## config.mk

```make
export PLATFORM = sky130hd
export DESIGN_NAME = uart_tx_scheduler
export DESIGN_NICKNAME = d
export VERILOG_FILES = /design/src/rtl/uart_tx_scheduler.sv
export SDC_FILE = /design/constraint.sdc
export NUM_CORES = 1
export LEC_CHECK = 0
export CAP_MARGIN = 10
export CORE_MARGIN = 1.5
export CORE_UTILIZATION = 35
export DETAILED_ROUTE_END_ITERATION = 8
export RECOVER_POWER = 25
export SYNTH_ARGS = -nofsm -noshare
export SYNTH_HDL_FRONTEND = slang
export SYNTH_SLANG_ARGS = --single-unit
```

## constraint.sdc

```tcl
create_clock -name clk_i -period 3.05 [get_ports clk_i]
set_input_delay 0.305 -clock clk_i [delete_from_list [all_inputs] [get_ports clk_i]]
set_output_delay 0.305 -clock clk_i [all_outputs]
set_load 0.01 [all_outputs]
```

## src/rtl/uart_tx_scheduler.sv

```systemverilog
// Round-robin arbiter sharing one UART transmitter among NUM_REQ byte producers; define UART_TX_SCHED_FIXED_PRIO_EN for fixed lowest-index priority.
// Latency: ready is combinational in IDLE, tx_update rises the cycle after the handshake and stays high for HOLD cycles.
// Backpressure: ready is zero through SEND and GAP; requesters hold valid and data until they are granted.
module uart_tx_scheduler #(
    parameter int NUM_REQ        = 4,
    parameter int PACKAGE_SIZE   = 8,
    parameter int TRANSFER_SPEED = 4800,
    parameter int FREQUENCY      = 27_000_000,
    parameter int GAP_CYCLES     = 16
) (
    input  logic                              clk_i,
    input  logic                              rst_i,
    input  logic [NUM_REQ-1:0]                req_valid_i,
    input  logic [NUM_REQ*PACKAGE_SIZE-1:0]   req_data_i,
    output logic [NUM_REQ-1:0]                req_ready_o,
    output logic [PACKAGE_SIZE+1:0]           tx_data_o,
    output logic                              tx_update_o,
    output logic [$clog2(NUM_REQ)-1:0]        grant_id_o,
    output logic                              busy_o,
    output logic                              frame_done_o
);

    localparam int STROBE  = FREQUENCY / TRANSFER_SPEED;
    localparam int HOLD    = (PACKAGE_SIZE + 2) * STROBE + 1;
    localparam int CNT_MAX = (HOLD > GAP_CYCLES) ? HOLD : GAP_CYCLES;
    localparam int CNT_W   = $clog2(CNT_MAX + 1);
    localparam int PTR_W   = $clog2(NUM_REQ);

    localparam logic [CNT_W-1:0] HOLD_LAST = CNT_W'(HOLD - 1);
    localparam logic [CNT_W-1:0] GAP_LAST  = CNT_W'(GAP_CYCLES - 1);
    localparam logic [PTR_W-1:0] IDX_LAST  = PTR_W'(NUM_REQ - 1);

    typedef enum logic [1:0] {
        ST_IDLE = 2'd0,
        ST_SEND = 2'd1,
        ST_GAP  = 2'd2
    } state_t;

    state_t                  state_q;
    logic [PTR_W-1:0]        ptr_q;
    logic [CNT_W-1:0]        cnt_q;
    logic [PACKAGE_SIZE+1:0] tx_data_q;
    logic                    tx_update_q;
    logic [PTR_W-1:0]        grant_q;
    logic                    busy_q;
    logic                    done_q;

    logic                    win_vld;
    logic [PTR_W-1:0]        win_idx;
    logic [PACKAGE_SIZE-1:0] win_byte;
    logic [PTR_W-1:0]        ptr_d;
    logic                    hs;

    // Scan from the highest offset down so the offset closest to ptr is the last to claim the win.
    always_comb begin
        int sum;
        win_vld = 1'b0;
        win_idx = '0;
        sum     = 0;
        for (int k = NUM_REQ - 1; k >= 0; k--) begin
            sum = int'(ptr_q) + k;
            if (sum >= NUM_REQ) begin
                sum = sum - NUM_REQ;
            end
            if (req_valid_i[sum]) begin
                win_vld = 1'b1;
                win_idx = PTR_W'(sum);
            end
        end
    end

    always_comb begin
        win_byte    = req_data_i[win_idx*PACKAGE_SIZE +: PACKAGE_SIZE];
        hs          = (state_q == ST_IDLE) && win_vld;
        req_ready_o = hs ? (NUM_REQ'(1) << win_idx) : '0;
`ifdef UART_TX_SCHED_FIXED_PRIO_EN
        ptr_d       = '0;
`else
        ptr_d       = (win_idx == IDX_LAST) ? '0 : win_idx + PTR_W'(1);
`endif
    end

    always_ff @(posedge clk_i) begin
        if (rst_i) begin
            state_q     <= ST_IDLE;
            ptr_q       <= '0;
            cnt_q       <= '0;
            tx_data_q   <= '1;
            tx_update_q <= 1'b0;
            grant_q     <= '0;
            busy_q      <= 1'b0;
            done_q      <= 1'b0;
        end else begin
            done_q <= 1'b0;
            case (state_q)
                ST_IDLE: begin
                    if (hs) begin
                        tx_data_q   <= {1'b1, win_byte, 1'b0};
                        tx_update_q <= 1'b1;
                        grant_q     <= win_idx;
                        ptr_q       <= ptr_d;
                        cnt_q       <= '0;
                        busy_q      <= 1'b1;
                        state_q     <= ST_SEND;
                    end
                end
                ST_SEND: begin
                    if (cnt_q == HOLD_LAST) begin
                        tx_data_q   <= '1;
                        tx_update_q <= 1'b0;
                        done_q      <= 1'b1;
                        cnt_q       <= '0;
                        state_q     <= ST_GAP;
                    end else begin
                        cnt_q <= cnt_q + CNT_W'(1);
                    end
                end
                ST_GAP: begin
                    if (cnt_q == GAP_LAST) begin
                        cnt_q   <= '0;
                        busy_q  <= 1'b0;
                        state_q <= ST_IDLE;
                    end else begin
                        cnt_q <= cnt_q + CNT_W'(1);
                    end
                end
                default: begin
                    state_q     <= ST_IDLE;
                    tx_data_q   <= '1;
                    tx_update_q <= 1'b0;
                    busy_q      <= 1'b0;
                    cnt_q       <= '0;
                end
            endcase
        end
    end

    assign tx_data_o    = tx_data_q;
    assign tx_update_o  = tx_update_q;
    assign grant_id_o   = grant_q;
    assign busy_o       = busy_q;
    assign frame_done_o = done_q;

endmodule

```

Word level (Yosys, flattened, before mapping)
Cells that the tools add are included.
{"block": "word_totals", "register_bits": 35, "output_inout_bits": 19, "inputBits": 38, "wordCells": 87}
{"block": "op_classes", "bitwise_logic": 2, "addsub": 9, "eq_ne": 8, "n_shift": 2, "mux": 43, "reduce_logical": 7, "n_lt_le_gt_ge": 8}
{"op": "32-bit by 4-bit < comparator with 1-bit output (second input constant)", "n": 4}
{"op": "32-bit two-way mux", "n": 4}
{"op": "16-bit two-way mux", "n": 3}
{"op": "16-bit case mux with 3 select lines", "n": 1}
{"op": "32-bit by 6-bit variable part select with 8-bit output", "n": 1}
{"op": "10-bit case mux with 3 select lines", "n": 1}
{"op": "10-bit two-way mux", "n": 2}
{"op": "16-bit by 1-bit adder with 16-bit output (second input constant)", "n": 1}
{"op": "16-bit equality test (second input constant)", "n": 1}
{"op": "16-bit by 4-bit equality test with 1-bit output (second input constant)", "n": 1}
{"op": "1-bit two-way mux", "n": 16}
{"op": "2-bit two-way mux", "n": 8}
{"op": "3-bit by 3-bit subtractor with 4-bit output (second input constant)", "n": 3}
{"op": "3-bit >= comparator (second input constant)", "n": 3}
{"op": "3-bit AND reduction", "n": 3}
{"op": "1-bit binary-select mux with 2-bit select", "n": 4}
{"op": "2-bit by 2-bit adder with 3-bit output (second input constant)", "n": 2}
{"op": "2-bit inequality test (second input constant)", "n": 3}
{"op": "1-bit case mux with 3 select lines", "n": 2}
{"op": "2-bit case mux with 3 select lines", "n": 1}
{"op": "2-bit equality test (second input constant)", "n": 2}
{"op": "4-bit two-way mux", "n": 1}
{"op": "1-bit by 2-bit left shift with 4-bit output (first input constant)", "n": 1}
{"op": "2-bit by 3-bit subtractor with 4-bit output (second input constant)", "n": 1}
{"op": "other kinds (9)", "n": 10}

Longest topological paths before layout
{"block": "depth", "ltp_word": 13, "mapped_depth": 10, "depth_no_buf": 8}

Worst setup path before layout
OpenSTA, ideal clock, no wires.
{"block": "synth_path", "path_type": "reg-to-reg", "from": "reg cnt_q[1]", "to": "reg cnt_q[4]", "t_arrival_ns": 2.189, "setup_ns": 0.114, "period_less_slack_ns": 2.303, "required_time_ns": 2.936, "n_path_buf": 2, "stages_incl_launch_ff": 10, "path_slack_ns": 0.747, "cell_sequence": "dfxtp_1 -> ha_1 -> or4b_1 -> o41a_1 -> a21o_1 -> a21oi_1 -> or2_1 -> buf_2 -> buf_4 -> nor2_1"}
{"block": "synth_via", "elab_chain_len": 3, "word_cells_on_any_way": 6, "cone_classes": "add/sub (1); eq/ne (2); mux (3)"}
{"element": "start, declared", "line_no": "41", "text": "logic [CNT_W-1:0] cnt_q;"}
{"element": "start signal, assigned", "line_no": "115", "text": "cnt_q <= cnt_q + CNT_W'(1);"}
{"element": "start signal, assigned", "line_no": "124", "text": "cnt_q <= cnt_q + CNT_W'(1);"}
{"element": "16-bit by 1-bit adder with 16-bit output (tied with other cells)", "line_no": "115, 124"}
{"element": "16-bit two-way mux (on tied branches)", "line_no": "119, 108"}
{"element": "16-bit case mux with 3 select lines *", "line_no": "95", "text": "case (state_q)"}
Mark *: on every way between the ends. The rest lies on a longest branch, timed or not.
A chain may end at the register's enable or synchronous reset.

Worst setup path in the final report
{"block": "layout_path", "from": "in req_valid_i[0]", "to": "out req_ready_o[3]"}
{"block": "layout_via", "elab_chain_len": 9, "word_cells_on_any_way": 23, "cone_classes": "shift (1); mux (21); reduce/logical (1)"}
{"element": "start, declared", "line_no": "13", "text": "input logic [NUM_REQ-1:0] req_valid_i,"}
{"element": "1-bit binary-select mux with 2-bit select", "line_no": "65", "text": "if (req_valid_i[sum]) begin"}
{"element": "1-bit two-way mux (implied by the code) (2 in a row)", "line_no": "65"}
{"element": "2-bit two-way mux (3 in a row)", "line_no": "65"}
{"element": "2-bit two-way mux *", "line_no": "65"}
{"element": "via win_idx[1]", "line_no": "49", "text": "logic [PTR_W-1:0] win_idx;"}
{"element": "1-bit by 2-bit left shift with 4-bit output *", "line_no": "75", "text": "req_ready_o = hs ? (NUM_REQ'(1) << win_idx) : '0;"}
{"element": "4-bit two-way mux *", "line_no": "75"}
{"element": "end, declared", "line_no": "15", "text": "output logic [NUM_REQ-1:0] req_ready_o,"}
The timed path passes the listed nets; every way through them passes the cells marked *. The select of a mux whose other input is x is not followed.

==> results.py <==
metrics = {
    "outcome": {
        "status": "finished, final reports clean",
    },
    "detailed_routing": {
        "drc": 0,
        "totalWireLength_mm": 4.51,
        "postRouteAntennaNets": 0,
        "via_count": 1668,
        "drt_first_pass_iters": 4,
        "initialDrtViolationCount": 40,
        "wl_per_cell_um": 13.2,
        "vias_per_cell": 4.89,
    },
    "floorplanning": {
        "ios": 57,
        "die_w_um": 76.6,
        "die_area_um2": 5860,
        "start_util": 0.366,
        "num_rows": 26,
        "core_area_um2": 5170,
        "die_h_um": 76.6,
    },
    "clock_tree": {
        "cts-root-buf": "clkbuf_8",
        "cts_num_sinks": 34,
        "worstSkewPairLatency_ps": 290,
        "cts_resized": 0,
        "cts_buffer_depth": 2,
        "cts-hold-fix-buffers": 0,
        "cts_buffers": 5,
        "cts_tree": "done",
        "path_clk_slew_ps": 60,
        "postCtsSetupBuffers": 0,
        "htreeDepth": 2,
    },
    "finish": {
        "area_growth_pct": 38.8,
        "finalNetCount": 318,
        "utilization": 0.508,
        "design_area_um2": 2630,
        "diodes": 0,
        "drive_gt1_frac": 0.0627,
    },
    "worst_setup_path": {
        "path_max_fanout": 5,
        "worst-r2r-setup-slack_ps": 510,
        "cp-end-kind": "output port",
        "crit_path_frequent_cell": "clkdlybuf4s50_1",
        "timing.rr.end": "cnt_q[1]",
        "cp_cell_sequence": "clkdlybuf4s50_1 -> a21oi_1 -> o21a_1 -> o22ai_2 -> inv_1 -> ha_1 -> and2_1 -> clkdlybuf4s50_1",
        "reg2reg_from": "cnt_q[0]",
        "arrival_ps": 2330,
        "cp.required_ps": 2740,
        "worstRegToRegCells": 8,
        "crit_type": "input port to output port",
        "startpoint_type": "input port",
        "cp_slowest_cell": "clkdlybuf4s50_1",
        "cpPeakStageDelay_ps": 540,
    },
    "sta": {
        "max_slew.worst_pin.slew_ps": 537,
        "fin_crit_ps": 2640,
        "final-setup-viol-count": 0,
        "rsz0062_at_grt": "false",
        "fin_setup_tns_ps": 0,
        "report.final.slew_viol_count": 0,
        "holdWs_ps": 472,
        "max_freq_mhz": 379,
        "fin_crit_sh": 0.864,
        "finClkSkew_ps": 5.70,
        "slew_headroom": 0.641,
        "hold_violations": 0,
    },
    "grt": {
        "grt_pass1_wl_mm": 7.59,
        "overflow": 0,
        "grt_max_degree": 17,
        "antenna_found_initial": 0,
        "grt_pass1_vias": 1578,
        "globalRouteTotalUtil": 0.162,
    },
    "synth": {
        "ys_seq_area_frac": 0.359,
        "synth_area_leaders": "dfxtp_1 (36%), mux2i_1 (13%), ha_1 (6.6%), xor2_1 (6.5%), nor2_1 (5.2%)",
        "synth_top_cell_by_area": "dfxtp_1",
        "synth-edff-count": 0,
        "synth_cells": 211,
        "async_flop_share": 0,
        "synth_area_um2": 1890,
        "synth_ff_type": "dfxtp_1",
        "ys_ff_latch": 34,
        "yosys_warnings": 0,
        "synth_nets": 259,
        "synth.avg_cell_area_um2": 8.98,
        "synth_top_area_share": 0.359,
        "synth_cell_types": 39,
    },
    "hold_path": {
        "worstHoldPathCells": 2,
        "whs_endpoint": "grant_id_o[0]",
        "hold_path_class": "flip-flop to flip-flop",
        "hp-start": "grant_id_o[0]",
    },
    "pwr": {
        "power.internal_mw": 1.19,
        "p_leak_nw": 1.08,
        "p_comb_frac": 0.489,
        "seqPwrFrac": 0.328,
        "power_density_nw_per_um2": 712,
        "p_sw_uw": 683,
        "ir_drop_uv": 341,
        "clockPowerShare": 0.183,
        "switching_share": 0.365,
    },
    "place": {
        "placed_area_um2": 2540,
        "post-dp-hpwl_mm": 3.53,
        "finalWeightedCongestion": 0.747,
        "io_buffers": 55,
    },
    "run": {
        "maxCapViolCount": 0,
    },
}
-- layer usage --
metal	GRT usage	up-vias	routed length, µm
met5	0	-	0
li1	-	862	-
met2	0.243	38	1930
met4	0.0611	0	70
met1	0.217	761	2280
met3	0.0503	7	233
-- logic make-up (layout without fill, tap and decap cells) --
| group | count (synthesis) | after routing | synth area share |
|---|---|---|---|
| fa+ha+maj | 10 | 10 | 0.0661 |
| xor+xnor | 14 | 14 | 0.0647 |
| other cells | 1 | 1 | 0.00198 |
| simple gates | 81 | 81 | 0.222 |
| mux | 25 | 25 | 0.132 |
| flops | 34 | 34 | 0.359 |
| buf+inv | 16 | 76 | 0.0423 |
| compound gates | 30 | 30 | 0.112 |
-- layout make-up --
class,instances,area (µm²)
Sequential cell,34,681
Inverter,6,22.5
Tap cell,70,87.6
Fill cell,522,2540
Timing Repair Buffer,62,603
Multi-Input combinational cell,161,1140
Clock inverter,1,5.00
Clock buffer,7,86.3
-- layout by cell type (no fill, tap or decap), types with 2 or more instances in the layout --
cell type	Yosys	layout
o22a_1	8	8
buf_4	2	7
dlygate4sd3_1	0	13
or3_1	2	2
nand2b_1	4	4
and2_1	5	5
clkbuf_8	0	6
nor2_1	26	26
ha_1	10	10
xor2_1	14	14
a211oi_1	2	2
a22oi_1	2	2
inv_1	6	6
a21o_1	2	2
nor2b_1	2	2
and3_1	3	3
mux2i_1	25	25
nand2_1	15	15
nand3_1	2	2
a21oi_1	11	11
clkdlybuf4s50_1	0	42
dfxtp_1	34	34
nand4_1	11	11
-- cell usage after synthesis (all sizes together), types with 2 or more instances --
cell and count:
dfxtp 34, nor2 26, mux2i 25, nand2 15, xor2 14, a21oi 11
nand4 11, ha 10, o22a 8, buf 7, inv 6, and2 5
nand2b 4, and3 3, clkbuf 3, a211oi 2, a21o 2, a22oi 2
nand3 2, nor2b 2, nor3 2, or3 2, or4 2
-- critical path, delay by kind of cell --
kind | cells | cell delay [ps]
buffers and inverters | 3 | 1130
AO/OA/AOI/OAI | 3 | 520
adder cells (fa/ha/maj) | 1 | 230
AND/OR/NAND/NOR | 1 | 140
-- state kept, by name, indices dropped and copies added, names as in the netlist --
| register | flops |
|---|---|
| busy_o | 1 |
| tx_update_o | 1 |
| frame_done_o | 1 |
| cnt_q | 16 |
| state_q | 2 |
| grant_id_o | 2 |
| tx_data_o | 9 |
| ptr_q | 2 |
-- power groups by stage --
| stage | clock (mW) | sequential, mW | combinational (mW) |
|---|---|---|---|
| after floorplan | 0 | 0.649 | 0.557 |
| after CTS | 0.357 | 0.617 | 0.957 |
| final | 0.343 | 0.614 | 0.916 |
| after global placement | 0 | 0.622 | 0.960 |
| after global routing | 0.373 | 0.632 | 1.02 |
| after detailed placement | 0 | 0.624 | 0.951 |
-- through the flow --
stage               cells  total power, mW  setup slack [ps]
floorplan             211             1.21               747
global placement      333             1.58               431
detailed placement    333             1.58               441
CTS                   341             1.93               431
global route          341             2.03               306
finish                341             1.87               414
-- worst max-delay path by stage --
| stage | start | to | slack, ps | cells past startpoint |
|---|---|---|---|---|
| finish | req_valid_i[0] | req_ready_o[3] | 410 | 8 |
| global route | ptr_q[1] | req_ready_o[2] | 310 | 7 |
| CTS | req_valid_i[0] | req_ready_o[3] | 430 | 8 |
| detailed placement | req_valid_i[0] | req_ready_o[3] | 440 | 8 |
| global placement | req_valid_i[3] | req_ready_o[3] | 430 | 6 |
| floorplan | cnt_q[1] | cnt_q[4] | 750 | 9 |
Power figures use the tool's default switching activity.
